$ cat src/rtl/transaccion_word_counter.sv
// Per-lane popped-word counters for the transaction layer output FIFOs.
// When the layer FSM is idle, a level-sensitive req/idx query is answered one
// cycle later with the count of the selected lane on o_data/o_valid.
module transaccion_word_counter #(
   parameter  int unsigned NUM_LANES = 4,
   parameter  int unsigned CNT_WIDTH = 5,
   localparam int unsigned IDX_WIDTH = (NUM_LANES > 1) ? $clog2(NUM_LANES) : 1
) (
   input  logic                 i_clk,
   input  logic                 i_reset,
   input  logic                 i_init,
   input  logic                 i_idle,
   input  logic [NUM_LANES-1:0] i_pop_fifo_out,
   input  logic [NUM_LANES-1:0] i_fifo_out_empty,
   input  logic                 i_req,
   input  logic [IDX_WIDTH-1:0] i_idx,
   output logic [CNT_WIDTH-1:0] o_data,
   output logic                 o_valid
);

   localparam logic [CNT_WIDTH-1:0] CntMax = '1;
   localparam logic [CNT_WIDTH-1:0] CntOne = {{(CNT_WIDTH-1){1'b0}}, 1'b1};

   typedef enum logic [0:0] {
      StCount = 1'b0,
      StReady = 1'b1
   } state_e;

   state_e               r_state;
   state_e               w_state_next;
   logic [CNT_WIDTH-1:0] r_cnt [NUM_LANES];
   logic [NUM_LANES-1:0] w_pop_eff;
   logic                 w_ans_valid;
   logic [CNT_WIDTH-1:0] w_ans_data;

   // A pop only moves a word when the FIFO actually holds one.
   always_comb begin
      w_pop_eff = i_pop_fifo_out & ~i_fifo_out_empty;
   end

   // Saturating per-lane counters; init clears and swallows same-cycle pops.
   always_ff @(posedge i_clk) begin
      if (i_reset || i_init) begin
         for (int i = 0; i < NUM_LANES; i++) begin
            r_cnt[i] <= '0;
         end
      end else begin
         for (int i = 0; i < NUM_LANES; i++) begin
            if (w_pop_eff[i] && (r_cnt[i] != CntMax)) begin
               r_cnt[i] <= r_cnt[i] + CntOne;
            end
         end
      end
   end

   // State register: COUNT while the layer is busy, READY while it is idle.
   always_ff @(posedge i_clk) begin
      if (i_reset) begin
         r_state <= StCount;
      end else begin
         r_state <= w_state_next;
      end
   end

   // Next-state logic follows the idle flag.
   always_comb begin
      w_state_next = r_state;
      unique case (r_state)
         StCount: if (i_idle)  w_state_next = StReady;
         StReady: if (!i_idle) w_state_next = StCount;
         default: w_state_next = StCount;
      endcase
   end

   // Answer is the pre-increment count of the selected lane; zero when not answering.
   always_comb begin
      w_ans_valid = (r_state == StReady) && i_req && !i_init;
      w_ans_data  = '0;
      if (w_ans_valid) begin
         w_ans_data = r_cnt[i_idx];
      end
   end

   // Registered outputs so data/valid never depend combinationally on inputs.
   always_ff @(posedge i_clk) begin
      if (i_reset) begin
         o_data  <= '0;
         o_valid <= 1'b0;
      end else begin
         o_data  <= w_ans_data;
         o_valid <= w_ans_valid;
      end
   end

endmodule

$ cat config.mk
export PLATFORM = sky130hd
export DESIGN_NAME = transaccion_word_counter
export DESIGN_NICKNAME = d
export VERILOG_FILES = /design/src/rtl/transaccion_word_counter.sv
export SDC_FILE = /design/constraint.sdc
export NUM_CORES = 1
export LEC_CHECK = 0
export BUFFER_PORTS_ARGS = -buffer_cell sky130_fd_sc_hd__buf_2
export CAP_MARGIN = 20
export CORE_ASPECT_RATIO = 1.2
export CORE_MARGIN = 2
export CORE_UTILIZATION = 54
export CTS_CLUSTER_DIAMETER = 100
export DETAILED_ROUTE_END_ITERATION = 6
export GPL_ROUTABILITY_DRIVEN = 0
export GPL_TIMING_DRIVEN = 0
export PLACE_DENSITY = 0.77
export SLEW_MARGIN = 20
export SYNTH_ARGS = -nofsm -noshare
export SYNTH_HDL_FRONTEND = slang
export SYNTH_SLANG_ARGS = --single-unit
$ cat constraint.sdc
create_clock -name i_clk -period 2.6 [get_ports i_clk]
set_clock_uncertainty 0.1 [all_clocks]
set_input_delay 0 -clock i_clk [delete_from_list [all_inputs] [get_ports i_clk]]
set_output_delay 0 -clock i_clk [all_outputs]
set_load 0.05 [all_outputs]
==> flow_metrics.py <==
metrics = {
    "status": {
        "status": "completed",
    },
    "grt": {
        "gr-total-overflow": 0,
        "grt_max_degree": 16,
        "grt_usage_pct": 18.6,
        "grt_pass1_vias": 852,
        "antenna_found_initial": 0,
        "grt_pass1_wl_um": 3880,
    },
    "place": {
        "post-dp-hpwl_um": 1710,
        "dp_slack_ps": 424,
        "io_buffers": 20,
    },
    "floorplanning": {
        "ioPinCount": 21,
        "rows": 19,
        "core_sq_mm": 0.00231,
        "die_area_sq_mm": 0.00284,
        "die_y_um": 58.0,
        "die_width_um": 49.0,
        "start_util_pct": 57.0,
    },
    "worst_setup_path": {
        "worstReg2RegStart": "r_cnt[1][0]$_SDFFCE_PN0P_",
        "path_buf_inv": 0,
        "arrival_ps": 2290,
        "cp_top_family": "simple AND/OR/NAND/NOR gates",
        "cp_common_cell": "ha_1",
        "crit_path_max_fanout": 5,
        "crit_type": "flip-flop to flip-flop",
        "r2r_setup_slack_ps": 400,
        "start_kind": "flip-flop",
        "endpoint_kind": "flip-flop",
        "cp-startpoint": "r_cnt[1][0]$_SDFFCE_PN0P_",
        "crit_path_top_delay_cell": "edfxtp_1",
        "cp_cell_sequence": "ha_1, and3_1, ha_1, or3b_1, or3_4, nor2_1",
        "required_ps": 2690,
        "max_stage_delay_ps": 480,
    },
    "drt": {
        "via_per_inst": 5.13,
        "drc": 0,
        "avgRoutedWirePerCell_um": 13.5,
        "num_vias": 836,
        "firstDrtPassIters": 4,
        "ant_nets": 0,
        "wl_um": 2200,
        "first_iter_violations": 16,
    },
    "timing": {
        "fin_ws_ps": 400,
        "drv_slew": 0,
        "max_freq_ghz": 0.455,
        "timing.slew.headroom_pct": 65.9,
        "finalCritPeriodShare_pct": 84.6,
        "min_period_ps": 2200,
        "final-hold-violation-count": 0,
        "tightest_slew_ps": 510,
        "tns_ps": 0,
        "setup_viol": 0,
        "rsz0062_at_grt": "no",
    },
    "clocking": {
        "cts_setup_buffers": 0,
        "cts_tree": "yes",
        "cts_resized": 0,
        "clock_path_buffers": 2,
        "clock_latency_ps": 320,
        "cts.sinks": 27,
        "path_clk_slew_ps": 140,
        "cts_max_level": 1,
        "numCtsBuffers": 3,
        "clock-root-buffer": "clkbuf_4",
    },
    "layout": {
        "final_util_pct": 65.5,
        "antenna_cells": 0,
        "final_nets": 156,
        "synthToLayoutAreaGrowth_pct": 15.0,
        "nFillCells": 174,
        "drive_gt1_share_pct": 25.0,
    },
    "yosys": {
        "ys_warn_count": 0,
        "syn_area_sq_mm": 0.00131,
        "seq_area_frac_synth_pct": 56.4,
        "synth_edf_count": 20,
        "yosys.area.top_type": "edfxtp_1",
        "synthTopCellsByCount": "21 x nor2_1, 20 x edfxtp_1, 9 x inv_1",
        "synth_cells": 105,
        "yosys.cell_count.top_type": "nor2_1",
        "synth_nets": 128,
        "synth_top_cell_area_share_pct": 45.7,
        "synthFlopType": "edfxtp_1",
        "synth_cell_type_count": 16,
        "syn-mean-instance-area_sq_um": 12.5,
        "synth-seq-cells": 27,
        "synth_area_leaders": "edfxtp_1 46%, dfxtp_1 11%, mux4_2 8.6%",
        "synthArstFlopShare_pct": 0,
    },
    "hold_path": {
        "min-delay-start": "i_init",
        "min_path_type": "input pin to flip-flop",
    },
    "power": {
        "total_power_mw": 0.746,
        "p_per_area_mw_per_mm2": 494,
        "vdd_ir_drop_max_uv": 336,
        "p_leak_nw": 0.661,
    },
    "flow_run": {
        "cap_violations": 0,
    },
}
==> cells by family after synthesis <==
group | synth area share, %
XOR/XNOR | 5.33
adder cells (fa/ha/maj) | 7.62
buffers and inverters | 2.57
flip-flops | 56.4
multiplexers | 8.57
AND/OR/NAND/NOR | 19.5
==> area by class of cell <==
type | instances | area (sq um) | share of cell area (%)
inverters | 9 | 33.8 | 2.24
flip-flops and latches | 27 | 741 | 49.0
repair buffers | 23 | 130 | 8.62
clock buffers | 3 | 22.5 | 1.49
clock inverters | 1 | 5.00 | 0.331
multi-input cells | 69 | 539 | 35.7
well taps | 31 | 38.8 | 2.57
==> tightest hold or removal path: cells and delay by family <==
family        cells  cell delay [ps]
simple gates      2              190
buf+inv           1              120
==> worst paths after layout <==
kind / end / cells past startpoint
setup / recovery: r_cnt[1][3]$_SDFFCE_PN0P_ / 6
setup reg to reg: r_cnt[1][3]$_SDFFCE_PN0P_ / 6
hold reg to reg: o_valid$_SDFF_PP0_ / 2
hold / removal: r_cnt[2][1]$_SDFFCE_PN0P_ / 3
==> flip-flops by register name, summed over array words and instances, names as in the netlist <==
signal   count
o_valid      1
r_cnt       20
o_data       5
r_state      1
==> layer usage <==
metal	vias to the layer above	share of wire, %	track usage [%]
met5	-	0	0
met3	2	4.4	2.32
li1	420	-	-
met1	389	43	24.2
met4	0	0.68	8.57
met2	25	52	31.3
==> report_power, final <==
part / leakage (nW) / internal, mW / switching (mW) / total (mW)
combinational: 0.359 / 0.0383 / 0.0333 / 0.0716
clock: 0.0177 / 0.0576 / 0.119 / 0.177
sequential: 0.284 / 0.481 / 0.0166 / 0.497
==> what timing repair did <==
action,in CTS,in global routing
hold buffers,3,0
endpoints found under the hold margin,7,0
setup endpoints to repair,0,0
==> layout by cell type (no fill, tap or decap) <==
cell type	netlist	final
nor2_1	21	21
buf_2	0	20
edfxtp_1	20	20
inv_1	9	9
ha_1	8	8
dfxtp_1	7	7
nor2b_1	6	6
nand3_1	5	5
mux4_2	5	5
and3_1	4	4
nand2_1	4	4
xor2_1	4	4
xnor2_1	4	4
or3b_1	3	3
or3_4	3	3
clkbuf_4	0	3
dlygate4sd3_1	0	3
or3b_2	1	1
nand2b_1	1	1
clkinv_2	0	1
==> per-stage QoR <==
stage / hold WS [ps] / area, sq um / cells
CTS: 28.5 / 1510 / 163
detailed placement: 123 / 1450 / 156
floorplan: -28.4 / 1310 / 105
global placement: 114 / 1450 / 156
finish: 40.0 / 1510 / 163
global route: 21.6 / 1510 / 163
Power figures use the tool's default switching activity.
